--- src/rtl/track_collision_scheduler_if.sv ---
// Car, segment-table and checker bus between the scheduler and its peers.
// Latency: none (wires only).
// Backpressure: none; the scheduler paces every transfer itself.
//
// Signals (names as seen from the scheduler):
//   o_car_sel/o_car_load   car state select and capture strobe
//   o_seg_rd/o_seg_addr    segment table read, i_seg_type returns one cycle later
//   o_chk_type/o_chk_valid checker mux steering and sample strobe
//   i_in_region/i_collision muxed checker results
interface track_collision_scheduler_if #(
    parameter int CAR_IDX_WIDTH = 1,
    parameter int SEG_IDX_WIDTH = 4
);
    logic [CAR_IDX_WIDTH-1:0] o_car_sel;
    logic                     o_car_load;
    logic                     o_seg_rd;
    logic [SEG_IDX_WIDTH-1:0] o_seg_addr;
    logic [1:0]               i_seg_type;
    logic [1:0]               o_chk_type;
    logic                     o_chk_valid;
    logic                     i_in_region;
    logic                     i_collision;

    modport master (
        output o_car_sel, o_car_load, o_seg_rd, o_seg_addr, o_chk_type, o_chk_valid,
        input  i_seg_type, i_in_region, i_collision
    );

    modport slave (
        input  o_car_sel, o_car_load, o_seg_rd, o_seg_addr, o_chk_type, o_chk_valid,
        output i_seg_type, i_in_region, i_collision
    );
endinterface

--- src/rtl/track_collision_scheduler.sv ---
// Per-frame sequencer sharing one set of track collision checkers across all cars.
// Latency: per car 1 + 3*S (+2 when END is read), +1 for DONE, from accepted i_start to o_done.
// Backpressure: none; i_start is ignored while o_busy, results held until the next accepted start.
//
// Ports: i_clk, i_rst_n (async active-low), i_start/o_busy/o_done frame control,
//   bus (master modport: car bus, segment table read port, checker mux/strobe and results),
//   o_collision/o_off_track per-car flags, o_hit_seg per-car first colliding segment (car k at [k*W +: W]).
// Optional feature: define TRACK_COLL_EARLY_EXIT_EN to stop scanning a car at its first collision.
module track_collision_scheduler #(
    parameter int NUM_CARS      = 2,
    parameter int CAR_IDX_WIDTH = 1,
    parameter int NUM_SEGMENTS  = 16,
    parameter int SEG_IDX_WIDTH = 4
) (
    input  logic                              i_clk,
    input  logic                              i_rst_n,
    input  logic                              i_start,
    output logic                              o_busy,
    output logic                              o_done,
    track_collision_scheduler_if.master       bus,
    output logic [NUM_CARS-1:0]               o_collision,
    output logic [NUM_CARS-1:0]               o_off_track,
    output logic [NUM_CARS*SEG_IDX_WIDTH-1:0] o_hit_seg
);
    localparam logic [1:0] SEG_END = 2'b11;
    localparam logic [SEG_IDX_WIDTH-1:0] SEG_LAST = SEG_IDX_WIDTH'(NUM_SEGMENTS - 1);
    localparam logic [CAR_IDX_WIDTH-1:0] CAR_LAST = CAR_IDX_WIDTH'(NUM_CARS - 1);

    typedef enum logic [2:0] {
        S_IDLE, S_LOAD, S_FETCH, S_WAIT, S_EVAL, S_DONE
    } state_t;

    state_t                            state_q, state_d;
    logic [CAR_IDX_WIDTH-1:0]          car_q, car_d;
    logic [SEG_IDX_WIDTH-1:0]          seg_q, seg_d;
    logic [1:0]                        chk_type_q, chk_type_d;
    logic                              hit_found_q, hit_found_d;
    logic [NUM_CARS-1:0]               coll_q, coll_d;
    logic [NUM_CARS-1:0]               off_q, off_d;
    logic [NUM_CARS*SEG_IDX_WIDTH-1:0] hit_q, hit_d;
    logic                              next_car;

    always_ff @(posedge i_clk or negedge i_rst_n) begin
        if (!i_rst_n) begin
            state_q     <= S_IDLE;
            car_q       <= '0;
            seg_q       <= '0;
            chk_type_q  <= '0;
            hit_found_q <= 1'b0;
            coll_q      <= '0;
            off_q       <= '0;
            hit_q       <= '0;
        end else begin
            state_q     <= state_d;
            car_q       <= car_d;
            seg_q       <= seg_d;
            chk_type_q  <= chk_type_d;
            hit_found_q <= hit_found_d;
            coll_q      <= coll_d;
            off_q       <= off_d;
            hit_q       <= hit_d;
        end
    end

    always_comb begin
        state_d     = state_q;
        car_d       = car_q;
        seg_d       = seg_q;
        chk_type_d  = chk_type_q;
        hit_found_d = hit_found_q;
        coll_d      = coll_q;
        off_d       = off_q;
        hit_d       = hit_q;
        next_car    = 1'b0;

        case (state_q)
            S_IDLE: begin
                if (i_start) begin
                    coll_d  = '0;
                    hit_d   = '0;
                    off_d   = '1;   // every car is off-track until some segment claims it
                    car_d   = '0;
                    seg_d   = '0;
                    state_d = S_LOAD;
                end
            end
            S_LOAD: begin
                hit_found_d = 1'b0;
                state_d     = S_FETCH;
            end
            S_FETCH: state_d = S_WAIT;
            S_WAIT: begin
                chk_type_d = bus.i_seg_type;
                if (bus.i_seg_type == SEG_END) next_car = 1'b1;
                else                           state_d  = S_EVAL;
            end
            S_EVAL: begin
                if (bus.i_in_region) off_d[car_q] = 1'b0;
                if (bus.i_collision) begin
                    coll_d[car_q] = 1'b1;
                    // Segments are walked in ascending order, so the first hit is the lowest index.
                    if (!hit_found_q) begin
                        hit_d[int'(car_q)*SEG_IDX_WIDTH +: SEG_IDX_WIDTH] = seg_q;
                        hit_found_d = 1'b1;
                    end
                end
`ifdef TRACK_COLL_EARLY_EXIT_EN
                if (bus.i_collision) begin
                    off_d[car_q] = 1'b0;  // a collision can only happen inside a region
                    next_car     = 1'b1;
                end else
`endif
                if (seg_q == SEG_LAST) begin
                    next_car = 1'b1;
                end else begin
                    seg_d   = seg_q + SEG_IDX_WIDTH'(1);
                    state_d = S_FETCH;
                end
            end
            S_DONE:  state_d = S_IDLE;
            default: state_d = S_IDLE;
        endcase

        // Advance to the next car or finish; the counters saturate rather than wrap.
        if (next_car) begin
            seg_d = '0;
            if (car_q == CAR_LAST) begin
                state_d = S_DONE;
            end else begin
                car_d   = car_q + CAR_IDX_WIDTH'(1);
                state_d = S_LOAD;
            end
        end
    end

    always_comb begin
        o_busy          = (state_q != S_IDLE);
        o_done          = (state_q == S_DONE);
        bus.o_car_load  = (state_q == S_LOAD);
        bus.o_car_sel   = car_q;
        bus.o_seg_rd    = (state_q == S_FETCH);
        bus.o_seg_addr  = seg_q;
        bus.o_chk_type  = chk_type_q;
        bus.o_chk_valid = (state_q == S_EVAL);
        o_collision     = coll_q;
        o_off_track     = off_q;
        o_hit_seg       = hit_q;
    end
endmodule

--- src/flat_wrapper.sv ---
// flat-port wrapper written by rule: the top's interface ports become plain ports
module track_collision_scheduler_flat 
#(
    parameter int NUM_CARS      = 2,
    parameter int CAR_IDX_WIDTH = 1,
    parameter int NUM_SEGMENTS  = 16,
    parameter int SEG_IDX_WIDTH = 4
)
  (i_clk, i_rst_n, i_start, o_busy, o_done, o_collision, o_off_track, o_hit_seg, bus_o_car_sel, bus_o_car_load, bus_o_seg_rd, bus_o_seg_addr, bus_o_chk_type, bus_o_chk_valid, bus_i_seg_type, bus_i_in_region, bus_i_collision);
  track_collision_scheduler_if #(.CAR_IDX_WIDTH(CAR_IDX_WIDTH), .SEG_IDX_WIDTH(SEG_IDX_WIDTH)) bus_i ();
  input  logic i_clk;
  input  logic i_rst_n;
  input  logic i_start;
  output logic o_busy;
  output logic o_done;
  output logic [NUM_CARS-1:0] o_collision;
  output logic [NUM_CARS-1:0] o_off_track;
  output logic [NUM_CARS*SEG_IDX_WIDTH-1:0] o_hit_seg;
  output wire logic [$bits(bus_i.o_car_sel)-1:0] bus_o_car_sel;
  output wire logic [$bits(bus_i.o_car_load)-1:0] bus_o_car_load;
  output wire logic [$bits(bus_i.o_seg_rd)-1:0] bus_o_seg_rd;
  output wire logic [$bits(bus_i.o_seg_addr)-1:0] bus_o_seg_addr;
  output wire logic [$bits(bus_i.o_chk_type)-1:0] bus_o_chk_type;
  output wire logic [$bits(bus_i.o_chk_valid)-1:0] bus_o_chk_valid;
  input wire logic [$bits(bus_i.i_seg_type)-1:0] bus_i_seg_type;
  input wire logic [$bits(bus_i.i_in_region)-1:0] bus_i_in_region;
  input wire logic [$bits(bus_i.i_collision)-1:0] bus_i_collision;
  assign bus_o_car_sel = bus_i.o_car_sel;
  assign bus_o_car_load = bus_i.o_car_load;
  assign bus_o_seg_rd = bus_i.o_seg_rd;
  assign bus_o_seg_addr = bus_i.o_seg_addr;
  assign bus_o_chk_type = bus_i.o_chk_type;
  assign bus_o_chk_valid = bus_i.o_chk_valid;
  assign bus_i.i_seg_type = bus_i_seg_type;
  assign bus_i.i_in_region = bus_i_in_region;
  assign bus_i.i_collision = bus_i_collision;
  track_collision_scheduler #(.NUM_CARS(NUM_CARS), .CAR_IDX_WIDTH(CAR_IDX_WIDTH), .NUM_SEGMENTS(NUM_SEGMENTS), .SEG_IDX_WIDTH(SEG_IDX_WIDTH)) u_core (.i_clk(i_clk), .i_rst_n(i_rst_n), .i_start(i_start), .o_busy(o_busy), .o_done(o_done), .bus(bus_i), .o_collision(o_collision), .o_off_track(o_off_track), .o_hit_seg(o_hit_seg));
endmodule
--- config.mk ---
export PLATFORM = sky130hd
export DESIGN_NAME = track_collision_scheduler_flat
export DESIGN_NICKNAME = d
export VERILOG_FILES = /design/src/rtl/track_collision_scheduler_if.sv /design/src/rtl/track_collision_scheduler.sv /design/src/flat_wrapper.sv
export SDC_FILE = /design/constraint.sdc
export NUM_CORES = 1
export LEC_CHECK = 0
export ABC_AREA = 1
export CELL_PAD_IN_SITES_DETAIL_PLACEMENT = 0
export CELL_PAD_IN_SITES_GLOBAL_PLACEMENT = 1
export CORE_MARGIN = 2
export CORE_UTILIZATION = 37
export CTS_CLUSTER_SIZE = 14
export DETAILED_ROUTE_END_ITERATION = 7
export PLACE_DENSITY = 0.95
export SKIP_LAST_GASP = 1
export SYNTH_ARGS = -nofsm -noshare
export SYNTH_HDL_FRONTEND = slang
export SYNTH_SLANG_ARGS = --single-unit
export TNS_END_PERCENT = 50
--- constraint.sdc ---
create_clock -name i_clk -period 3.37 [get_ports i_clk]
set_input_delay 0.5055 -clock i_clk [delete_from_list [all_inputs] [get_ports i_clk]]
set_output_delay 0.5055 -clock i_clk [all_outputs]
set_load 0.005 [all_outputs]
==> results.md, run 1 <==
- CTS built an H-tree with a depth of 1.
- The mean number of vias per cell is 4.69.
- The synthesized-area fraction occupied by and/or/nand/nor cells is 0.354.
- The detailed-routing iteration count for the pre-antenna-repair pass is 4.
- The cell area reported after detailed placement is 1490 µm².
- For this configuration, the core starts out at a cell density of 0.383.
- The clock passes through at most 2 buffers.
- The share of final-layout standard cells stronger than drive strength 1 is 0.141.
- The number of buffer cells added on primary ports is 30.
- Of the total synthesized cell area, the portion taken by XOR and XNOR cells is 0.
- Sorting the synthesized cells by area gives the leading types as sky130_fd_sc_hd__dfrtp_1 50%, sky130_fd_sc_hd__nand2_1 14%, sky130_fd_sc_hd__nand3_1 7.0%, sky130_fd_sc_hd__inv_1 4.6%, sky130_fd_sc_hd__nand2_4 3.9%.
- On the final layout, the worst clock skew is 0.00523 ns.
- The number of failing hold endpoints at the final stage was 0.
- The measured slew at the worst slew-check pin is 1.02 ns.
- The arrival time of the worst setup path is 1.69 ns.
- For this run, global-route usage on met3 was measured as 0.0498.
- For this design the static power due to leakage is 0.787 nW.
- For this run, global-route usage on met2 was measured as 0.252.
- The combined global-route utilization of all metal layers is 0.155.
- The die covers 3570 µm².
- Detailed routing inserted a total of 953 vias.
- Setup repair after global routing left no endpoint under its margin.
- The number of instances in the synthesized netlist is 136.
- The first-iteration detailed-routing DRC count is 25.
- The final layout contains routed wiring with a total length of 2380 µm.
- The worst supply voltage drop on vdd is 0.000449 V.
- The layout has 304 filler cells.
- Measured on the finished design, the core utilization comes to 0.506.
- The path type of the worst setup path is register to output pin.
- The signal on the critical path passes through inv_1 > nand2_1 > nor2_8 > clkdlybuf4s50_1.
- Global routing finished with a remaining overflow of 0.
- The total of endpoints with negative setup slack in the final report is 0.
- The synthesized design contains 23 register bits.
- The peak fanout along the critical path is 7.
- The via count of the first global-routing pass is 920.
- After the flow finishes, the layout carries non-filler instances totaling 203.
- The biggest area contributor in the post-synthesis netlist is sky130_fd_sc_hd__dfrtp_1.
- Buffers inserted during clock tree synthesis total 3.
- The post-CTS setup-driven buffer insertion count is 0.
- In this run the remaining antenna-violating nets after routing total 0.
- The post-cts gate resize count is 0.
- The endpoint type of the worst setup path is an output pin.
- The routability congestion estimate from global placement is 0.810.
- Compared with the post-synthesis result, the final layout area differs by 32.1%.
- The fraction of the mapped netlist area in compound gates is 0.0707.
- After floorplanning, the core was sized to cover 3000 µm².
- The number of I/O pins is 31.
- After routing the design area is 1520 µm².
- The multiplexer fraction of the synthesized cell area is 0.
- The category of the worst setup path launch point is a register.
- The initialized floorplan defines 20 standard-cell rows.
- The tree is rooted in a sky130_fd_sc_hd__clkbuf_4.
- The biggest cell delay along the critical path is 0.53 ns.
- Clock-pin slew was measured on the worst setup and hold paths at 0.13 ns.
- The number of unique standard cell types used by synthesis is 20.
- The number of antenna diodes in the final layout is 0.
- For the final routed database, the setup TNS stands at 0 ns.
- The number of clock sinks seen by CTS is 23.
- At the later pin of the worst-skew pair, clock insertion delay measures 0.31 ns.
- The multi-input combinational cell area is 502 µm².
- The cell count after placement is 199.
- The CTS tree is done.
- Timing would allow up to 454 MHz.
- The total of hold buffers inserted after clock tree synthesis is 0.
- Dividing the detail-routed wire length by the instance count gives 11.7 µm.
- The worst path needs 2.20 ns of the cycle, external delays included.
- The required time reported for the critical path endpoint is 2.86 ns.
- The synthesized-area fraction occupied by adder cells is 0.0109.
- The floorplan die width is 59.8 µm.
- The first-pass GRT wire length is 4100 µm.
- The number of nets in the finished design is 179.
- The vertical die dimension is 59.8 µm.
- The post-route clock period utilization is 0.653.
- Entering global routing, the biggest net connects 24 pins.
- The run finished with clean final reports.
- Yosys printed 0 warnings.
- In the final layout, flip-flops and latches occupy 576 µm².
- After synthesis, the largest family of logic cells by area is simple AND/OR/NAND/NOR gates.
- The tool flagged a number of max-cap violations equal to 0.
- The power density of the placed cells is 746 nW/µm².
- met2 is the most crowded layer.
- The cell area that synthesis handed to floorplanning was 1150 µm².
- The average footprint of a synthesized cell is 8.46 µm².
- The worst min-delay path class is register to register.
- The share of the Yosys chip area taken by registers is 0.500.
- The initial antenna violation count is 0.
- Of the post-synthesis cell area, the dominant cell type holds 0.500.
- On the critical path, the stage with the largest delay is an instance of sky130_fd_sc_hd__clkdlybuf4s50_1.
- When the netlist entered floorplanning its net count stood at 144.
- The post-route DRC violation count is 0.
- Headroom to the max-slew limit came out at 0.317.
- The routing usage on met1 is 0.199.
- The max-slew violation total from the final report was 0.
- The HPWL reported at the end of detailed placement is 1800 µm.
## placed cells by master (no fill, tap or decap), drive strengths merged
master / synthesis / layout
a21boi: 1 / 1
nor2: 15 / 15
or2: 1 / 1
clkinv: 0 / 1
inv: 19 / 19
o21ai: 7 / 7
nand4: 1 / 1
clkdlybuf4s50: 0 / 30
nand2: 49 / 49
a21oi: 1 / 1
dfrtp: 23 / 23
a22oi: 2 / 2
nand3: 16 / 16
ha: 1 / 1
clkbuf: 0 / 3
## power breakdown
part | leakage, nW | internal [W] | switching (W)
sequential | 0.298 | 0.000358 | 0.0000913
combinational | 0.472 | 0.000263 | 0.000293
clock | 0.0177 | 0.0000444 | 0.0000839
total | 0.787 | 0.000665 | 0.000469
## stage by stage
| step | hold slack, ns | worst slack [ns] | total power, W |
|---|---|---|---|
| global route | 0.515 | 1.06 | 0.00124 |
| detailed placement | 0.457 | 1.53 | 0.00102 |
| finish | 0.483 | 1.17 | 0.00113 |
| global placement | 0.454 | 1.57 | 0.000996 |
| floorplan | 0.210 | 2.08 | 0.000760 |
| CTS | 0.490 | 1.15 | 0.00115 |
## registers in the layout, indices dropped and copies added (netlist names)
signal                 count
u_core.o_off_track         2
u_core.o_hit_seg           8
u_core.bus.o_seg_addr      4
u_core.state_q             3
u_core.bus.o_car_sel       1
u_core.hit_found_q         1
u_core.bus.o_chk_type      2
u_core.o_collision         2
## final cells by class
cell class / count / area share
clock buffers: 3 / 0.0148
clock inverters: 1 / 0.00329
inverters: 19 / 0.0486
multi-input cells: 94 / 0.330
flip-flops and latches: 23 / 0.379
well taps: 33 / 0.0272
repair buffers: 30 / 0.198
## critical path: cells and delay by family, from the launching register on
| kind | cells | cell delay (ns) |
|---|---|---|
| AND/OR/NAND/NOR | 2 | 0.33 |
| flip-flops | 1 | 0.42 |
| buffers and inverters | 2 | 0.64 |
## routing by layer
layer	vias up	routed length, µm
met5	-	0
met4	0	19
met3	2	139
met2	25	1110
met1	432	1110
li1	494	-
## cells by family (layout without fill, tap and decap cells)
kind of cell    count (synthesis)  in the layout
compound gates                 11             11
buf+inv                        19             53
simple gates                   82             82
flops                          23             23
fa+ha+maj                       1              1
## cell usage after synthesis
library cell,count
sky130_fd_sc_hd__nand4_1,1
sky130_fd_sc_hd__nand3_1,16
sky130_fd_sc_hd__nand2_1,43
sky130_fd_sc_hd__nor2_2,3
sky130_fd_sc_hd__o21ai_2,2
sky130_fd_sc_hd__nand2_4,4
sky130_fd_sc_hd__inv_2,4
sky130_fd_sc_hd__nand2_2,2
sky130_fd_sc_hd__a21boi_1,1
sky130_fd_sc_hd__a22oi_1,2
sky130_fd_sc_hd__o21ai_0,2
sky130_fd_sc_hd__inv_4,1
sky130_fd_sc_hd__nor2_1,10
sky130_fd_sc_hd__ha_1,1
sky130_fd_sc_hd__or2_2,1
sky130_fd_sc_hd__dfrtp_1,23
sky130_fd_sc_hd__nor2_8,2
sky130_fd_sc_hd__o21ai_1,3
sky130_fd_sc_hd__a21oi_4,1
sky130_fd_sc_hd__inv_1,14
## final timing paths
kind,from,endpoint,slack (ns),cells past startpoint
worst max-delay path,u_core.state_q[1],bus_o_chk_valid,1.17,4
worst min register to register,u_core.o_hit_seg[7],u_core.o_hit_seg[7],0.48,2
worst min-delay path,u_core.o_hit_seg[7],u_core.o_hit_seg[7],0.48,2
max in group asynchronous,i_rst_n,u_core.bus.o_chk_type[1],2.02,1
worst max register to register,u_core.bus.o_seg_addr[0],u_core.bus.o_seg_addr[2],1.96,8
min in group asynchronous,i_rst_n,u_core.o_collision[1],0.73,1
(Power assumes the default switching activity.)
==> run 2: changes to the inputs <==
--- a/config.mk
+++ b/config.mk
@@ -9,10 +9,10 @@
 export CELL_PAD_IN_SITES_DETAIL_PLACEMENT = 0
 export CELL_PAD_IN_SITES_GLOBAL_PLACEMENT = 1
 export CORE_MARGIN = 2
-export CORE_UTILIZATION = 37
+export CORE_UTILIZATION = 31
 export CTS_CLUSTER_SIZE = 14
 export DETAILED_ROUTE_END_ITERATION = 7
-export PLACE_DENSITY = 0.95
+export PLACE_DENSITY = 0.86
 export SKIP_LAST_GASP = 1
 export SYNTH_ARGS = -nofsm -noshare
 export SYNTH_HDL_FRONTEND = slang
==> constraint.sdc (replaced) <==
create_clock -name i_clk -period 1.9 [get_ports i_clk]
set_input_delay 0.285 -clock i_clk [delete_from_list [all_inputs] [get_ports i_clk]]
set_output_delay 0.285 -clock i_clk [all_outputs]
set_load 0.005 [all_outputs]
==> run 2 against run 1 <==
- non-clock buffer count grew 4
- power rose by 87%
- register-to-register slack got worse by 1.5 ns
- routed wire length grew 5.2%
- die area grew 18%
- combinational power up 82%
- worst setup slack worse by 1.1 ns
- critical path depth unchanged
- cell area up 4.8%
- global-route usage is 2.9 points lower
- via count is 2.9% higher
- utilization is 6.5 points lower
- critical endpoint is now bus_o_seg_rd
- largest power group unchanged
==> results.md, run 2 (synthesis results as in run 1) <==
- In the global route stage, overall resource usage came out at 0.126.
- The floorplan die width is 64.9 µm.
- The repair_antennas step left the layout with diodes totalling 0.
- The number of rows created at floorplan is 22.
- The worst setup path is of the register to output pin kind.
- Port buffering added 30 buffers.
- Once placement finished, the instance area stood at 1520 µm².
- The largest net degree at the start of global routing is 24.
- The setup skew after layout is 0.00169 ns.
- TritonCTS built the clock tree.
- The number of CTS-inserted buffers is 3.
- The total via count in the routed design is 981.
- In this design, the stage delay of the slowest critical-path cell is 0.50 ns.
- The part of the power in combinational logic is 0.478.
- The switching power is 0.000846 W.
- The end of the worst register-to-register path is u_core.bus.o_seg_addr[2].
- The category of the worst setup path launch point is a register.
- The maximum achievable frequency is 539 MHz.
- In this run the worst hold path is classified as primary input to async pin.
- The wire-length estimate of the detail-placed layout is 1910 µm.
- The power density of the placed cells is 1330 nW/µm².
- STA puts the critical path data arrival time at 1.57 ns.
- The placeable core area is 3610 µm².
- The endpoint type of the worst setup path is an output pin.
- The max-slew violation total from the final report is 0.
- Routability-driven placement finished with a final weighted congestion of 0.830.
- The area of the die is 4220 µm².
- Measured along the y axis, the die boundary spans 64.9 µm.
- After clock tree synthesis, the clock-pin slew on the worst setup and hold paths is 0.08 ns.
- The worst slew margin relative to its limit is 0.695.
- The measured slew at the worst slew-check pin is 0.457 ns.
- The count of max-cap constraint violations is 0.
- The worst reg-to-reg setup slack is 0.48 ns.
- The share of final-layout standard cells stronger than drive strength 1 is 0.167.
- The clock share of power is 0.141.
- The via count of the first global-routing pass is 932.
- The number of failing hold endpoints at the final stage is 0.
- The smallest clock period supported by the final layout is computed as 1.85 ns.
- The worst reg2reg path depth is 8.
- In the finished design, the share of the clock period the worst path needs comes to 0.976.
- The internal power consumption is 0.00128 W.
- The initial antenna violation count was 0.
- The number of clock sinks seen by CTS is 23.
- The share of total power consumed by net switching is 0.398.
- The post-route DRC violation count is 0.
- The first global-routing pass estimated 4150 µm of wire.
- In this run, post-CTS hold repair placed 0 buffers.
- The library cells used most frequently in the layout, excluding fill and tap cells, are 42 x sky130_fd_sc_hd__nand2_1, 30 x sky130_fd_sc_hd__clkdlybuf4s50_1, 22 x sky130_fd_sc_hd__dfrtp_1, 16 x sky130_fd_sc_hd__nand3_1, 14 x sky130_fd_sc_hd__inv_1.
- The worst hold margin is 0.379 ns.
- The number of I/O pins is 31.
- The setup slack of the critical path after layout is 0.0453 ns.
- After the last flow step, the layout net total stands at 183.
- The first-iteration detailed-routing DRC count is 81.
- The commonest non-fill, non-tap cell in the layout is sky130_fd_sc_hd__nand2_1.
- The critical path goes through inv_6 > nand2_1 > nor2_1 > clkdlybuf4s50_1.
- Setup repair after global routing could not meet its margin everywhere.
- Summed over all cells, the static leakage comes to 0.813 nW.
- Once detail routing completed, the nets flagged for antenna violations numbered 0.
- The worst supply voltage drop on vdd is 0.000682 V.
- The number of buffers on the longest clock path is 2.
- In this run the number of H-tree levels came out at 1.
- The final non-filler cell area is 1590 µm².
- Timing analysis after detailed placement gives a worst setup slack of 0.286 ns.
- After detailed routing, the average wire length per cell comes to 11.3 µm.
- For this block, the routed nets add up to 2500 µm of wire.
- The run finished with clean final reports.
- For this run the aggregate overflow at the end of global routing stands at 0.
- The required time reported for the critical path endpoint is 1.62 ns.
- From synthesis to final layout, the design area changed by 38.4%.
- For this configuration, the core starts out at a cell density of 0.319.
- The tree is rooted in a sky130_fd_sc_hd__clkbuf_8.
- Of the total power, registers draw 0.381.
- The peak fanout along the critical path is 7.
- Setup total negative slack on the finished layout was measured at 0 ns.
- The worst-skew pair later-pin latency is 0.26 ns.
- The worst reg2reg path startpoint is u_core.bus.o_seg_addr[1].
- Using the TritonRoute via totals, the vias-per-cell ratio works out to 4.42.
- The worst-path cell with the longest stage delay is sky130_fd_sc_hd__clkdlybuf4s50_1.
- The first detailed-routing pass ran for 4 iterations.
- The register with the most flip-flops in the layout has 8 of them.
- The total of endpoints with negative setup slack in the final report is 0.
-- run 2: how the worst max path moves through the flow --
stage                                         from                       end  slack (ns)  cells past startpoint
final                            u_core.state_q[2]              bus_o_seg_rd        0.05                      4
after detailed placement         u_core.state_q[2]              bus_o_seg_rd        0.29                      4
after global routing             u_core.state_q[2]              bus_o_seg_rd       -0.02                      4
after CTS                        u_core.state_q[1]           bus_o_chk_valid      -0.004                      4
after floorplan           u_core.bus.o_seg_addr[0]  u_core.bus.o_seg_addr[0]        0.67                      8
after global placement           u_core.state_q[1]           bus_o_chk_valid        0.32                      4
-- run 2: worst max-delay path: cells and delay by family (launching register included) --
kind                   cells  cell delay (ns)
buffers and inverters      2             0.63
AND/OR/NAND/NOR            2             0.19
flip-flops                 1             0.48
-- run 2: power groups by stage --
stage	combinational (W)	sequential, W	clock, W
6_report	0.00101	0.000809	0.000300
5_1_grt	0.00113	0.000831	0.000334
4_1_cts	0.000998	0.000802	0.000310
3_5_place_dp	0.000994	0.000809	0
3_3_place_gp	0.000975	0.000798	0
2_1_floorplan	0.000563	0.000784	0
-- run 2: area by class of cell --
cell class,instances,area [µm²]
tap,48,60.1
sequential,23,577
fill,354,2010
multi-input combinational,94,504
timing repair buffer,34,330
clock buffer,4,45.0
inverter,19,76.3
-- run 2: repair_timing --
action                                  4_1_cts  5_1_grt
pin swaps                                     0        1
resized for setup                             1        2
setup buffers                                 0        3
endpoints found under the setup margin        2        2
-- run 2: routing by layer --
metal | track usage | share of wire | vias to the layer above
met5 | 0 | 0 | -
met4 | 0.0452 | 0.0084 | 0
met3 | 0.0226 | 0.042 | 2
met2 | 0.209 | 0.48 | 22
met1 | 0.164 | 0.47 | 457
li1 | - | - | 500
-- run 2: stage by stage --
| step | std cells | total power [W] | utilization |
|---|---|---|---|
| 4_1_cts | 219 | 0.00211 | 0.434 |
| 3_3_place_gp | 215 | 0.00177 | 0.421 |
| 3_5_place_dp | 215 | 0.00180 | 0.421 |
| 5_1_grt | 222 | 0.00230 | 0.442 |
| 6_report | 222 | 0.00212 | 0.442 |
| 2_1_floorplan | 136 | 0.00135 | - |
==> run 3: changes to the inputs <==
==> constraint.sdc (replaced) <==
create_clock -name i_clk -period 1.6 [get_ports i_clk]
set_input_delay 0.24 -clock i_clk [delete_from_list [all_inputs] [get_ports i_clk]]
set_output_delay 0.24 -clock i_clk [all_outputs]
set_load 0.005 [all_outputs]
==> run 3 against run 2 <==
- the run now ends with setup timing left
- die area did not move
- cell area increased by 2.7%
- clock skew fell by 0.00063 ns
- final cell count is 1.4% higher
- clock power rose by 22%
- critical endpoint unchanged
- largest cell class unchanged
==> results.md, run 3 (synthesis results as in run 1) <==
- The floorplan has 22 rows.
- The signal on the critical path passes through inv_2 > nand2_1 > nor2_1 > clkdlybuf4s50_1.
- The growth of design area from synthesis to finish is 42.1%.
- For this block, the initial DRC count from the detailed router was 58.
- The total via count in the routed design is 1,012.
- Of the total power, combinational logic draws 0.504.
- For the worst setup path, the data required time is 1.36 ns.
- The biggest cell delay along the critical path is 0.50 ns.
- The worst min-delay path class is primary input to async pin.
- The internal power of the cells totals 0.00160 W.
- The vertical die dimension is 64.9 µm.
- Of all nets on the critical path, the largest fanout is 4.
- The share of total power consumed by net switching is 0.396.
- In this run the number of H-tree levels came out at 1.
- TritonCTS built the clock tree.
- Setup repair after global routing could not meet its margin everywhere.
- In the layout the commonest cells are 42 x sky130_fd_sc_hd__nand2_1, 27 x sky130_fd_sc_hd__clkdlybuf4s50_1, 22 x sky130_fd_sc_hd__dfrtp_1, 16 x sky130_fd_sc_hd__nand3_1, 12 x sky130_fd_sc_hd__inv_1.
- The number of nets in the finished design is 186.
- The run finished, with violations left.
- Of the available clock period, the critical path in the final layout requires 1.07.
- In this run the horizontal extent of the chip is 64.9 µm.
- At the end of the flow the core is filled with cells to 0.454.
- The number of CTS-inserted buffers is 3.
- The met3 usage in global routing is 0.0156.
- The average routed wire per standard cell is 11.3 µm.
- The routed design could run at a clock period as short as 1.72 ns.
- The worst setup path is launched from a register.
- The post-route DRC violation count is 0.
- The mean number of vias per cell is 4.50.
- For this design the static power due to leakage is 0.856 nW.
- The clock tree root driver cell is sky130_fd_sc_hd__clkbuf_8.
- For the worst flop-to-flop path, the logic depth is 8.
- For this run, the detailed router's first-pass iteration total came to 4.
- After detailed placement, the total cell area comes to 1530 µm².
- The register with the most flip-flops in the layout has 8 of them.
- The endpoint type of the worst setup path is an output pin.
- The final reports fail on setup timing.
- The wire-length estimate of the detail-placed layout is 1920 µm.
- The total overflow left after global routing is 0.
- The setup slack after placement is 0.0382 ns.
- Once placement completed, the tool counted placed cells totaling 217.
- Counting both buffers and inverters, the worst setup path holds a total of 2.
- The region available for standard cell placement spans 3610 µm².
- The area of the die is 4220 µm².
- The global-route layer with the greatest usage is met2.
- The arrival time of the worst setup path is 1.48 ns.
- The gate family responsible for the most delay along the worst path is buffers and inverters.
- The number of I/O pins is 31.
- The analysis attributes to net switching a power of 0.00105 W.
- Once layout is done, the placed cells without fillers occupy 1640 µm².
- The finished layout holds 225 standard cells, fillers aside.
- The cell depth of the worst setup path is 4.
- The count of nets left with antenna violations once routing finished came out at 0.
- The total of hold buffers inserted after clock tree synthesis is 0.
- On the critical path, the stage with the largest delay is an instance of sky130_fd_sc_hd__clkdlybuf4s50_1.
- The worst-skew pair later-pin latency is 0.26 ns.
- Of the total power, registers draw 0.359.
- The via count of the first global-routing pass came to 1,032.
- The routability congestion estimate from global placement is 0.794.
- The setup slack of the critical path after layout is -0.117 ns.
- The initial antenna violation count is 0.
- The power density of the placed cells is 1630 nW/µm².
- The path type of the worst setup path is register to output pin.
- The max-slew violation total from the final report is 0.
- The first-pass GRT wire length is 4370 µm.
- The clock share of power is 0.137.
- The number of failing hold endpoints at the final stage is 0.
- At the pin with the least slew margin, the transition time is 0.301 ns.
- The setup skew after layout is 0.00106 ns.
- Entering global routing, the biggest net connects 24 pins.
- The number of antenna diodes in the final layout is 0.
- The maximum achievable frequency is 582 MHz.
- The total of endpoints with negative setup slack in the final report is 2.
- The routed wire length is 2540 µm.
- The initial utilization of the core area, before any placement, comes to 0.319.
- The clock transition time at the flip-flop clock pins of the worst setup and hold paths is 0.08 ns.
- The count of max-cap constraint violations is 0.
- The number of buffer cells added on primary ports is 30.
- The number of buffers on the longest clock path is 2.
- Measured against its own limit, the worst slew margin works out to 0.799.
- Of the cells placed in the final design, the portion with a size suffix greater than 1 is 0.198.
- The routing usage on met1 is 0.156.
- Leaving out fill and tap cells, the most frequent cell in the layout is sky130_fd_sc_hd__nand2_1.
- The global-route track usage on met2 is 0.245.
- For this design, the sink count on the clock tree is 23.
- VDD sags by at most 0.000944 V.
- The combined global-route utilization of all metal layers is 0.136.
-- run 3: stage by stage --
step	power (W)	hold WS (ns)	setup TNS (ns)
6_report	0.00266	0.322	-0.214
5_1_grt	0.00286	0.343	-0.320
4_1_cts	0.00266	0.335	-0.349
3_5_place_dp	0.00217	0.461	0
3_3_place_gp	0.00213	0.454	0
2_1_floorplan	0.00160	-0.0556	0
-- run 3: what timing repair did --
item / 4_1_cts / 5_1_grt
setup endpoints to repair: 5 / 5
gates resized for setup: 9 / 1
setup buffers: 3 / 1
pin swaps: 1 / 1
-- run 3: layout make-up --
| cell class | instances | area, µm² |
|---|---|---|
| multi-input combinational | 94 | 512 |
| tap | 48 | 60.1 |
| clock buffer | 4 | 45.0 |
| inverter | 19 | 76.3 |
| fill | 346 | 1970 |
| sequential | 23 | 577 |
| timing repair buffer | 37 | 365 |
-- run 3: layer usage --
metal | part of all wire | vias to the layer above
met5 | 0 | -
met4 | 0.017 | 0
met3 | 0.035 | 4
met2 | 0.49 | 25
met1 | 0.45 | 474
li1 | - | 509
-- run 3: final timing paths --
kind / startpoint / to / slack [ns]
worst max-delay path: u_core.state_q[0] / bus_o_seg_rd / -0.12
worst min-delay path: i_rst_n / u_core.o_collision[0] / 0.32
worst max register to register: u_core.state_q[2] / u_core.bus.o_seg_addr[0] / 0.12
worst min register to register: u_core.o_hit_seg[4] / u_core.o_hit_seg[4] / 0.48
max in group asynchronous: i_rst_n / u_core.state_q[2] / 1.03
min in group i_clk: u_core.o_hit_seg[4] / u_core.o_hit_seg[4] / 0.48
-- run 3: power groups by stage --
stage                     sequential [W]  clock (W)  combinational (W)
after detailed placement        0.000961          0            0.00120
after global routing            0.000983   0.000398            0.00148
after CTS                       0.000962   0.000372            0.00132
after floorplan                 0.000931          0           0.000669
after global placement          0.000949          0            0.00118
final                           0.000954   0.000365            0.00134
-- run 3: worst reg2reg max path, stage by stage (launching register included) --
cell                      delay [ns]
sky130_fd_sc_hd__dfrtp_2        0.44
sky130_fd_sc_hd__buf_4          0.15
sky130_fd_sc_hd__buf_4          0.14
sky130_fd_sc_hd__nor2_1         0.20
sky130_fd_sc_hd__nand3_1        0.18
sky130_fd_sc_hd__nand2_4        0.11
sky130_fd_sc_hd__inv_2          0.07
sky130_fd_sc_hd__nand2_1        0.06
sky130_fd_sc_hd__inv_1          0.03
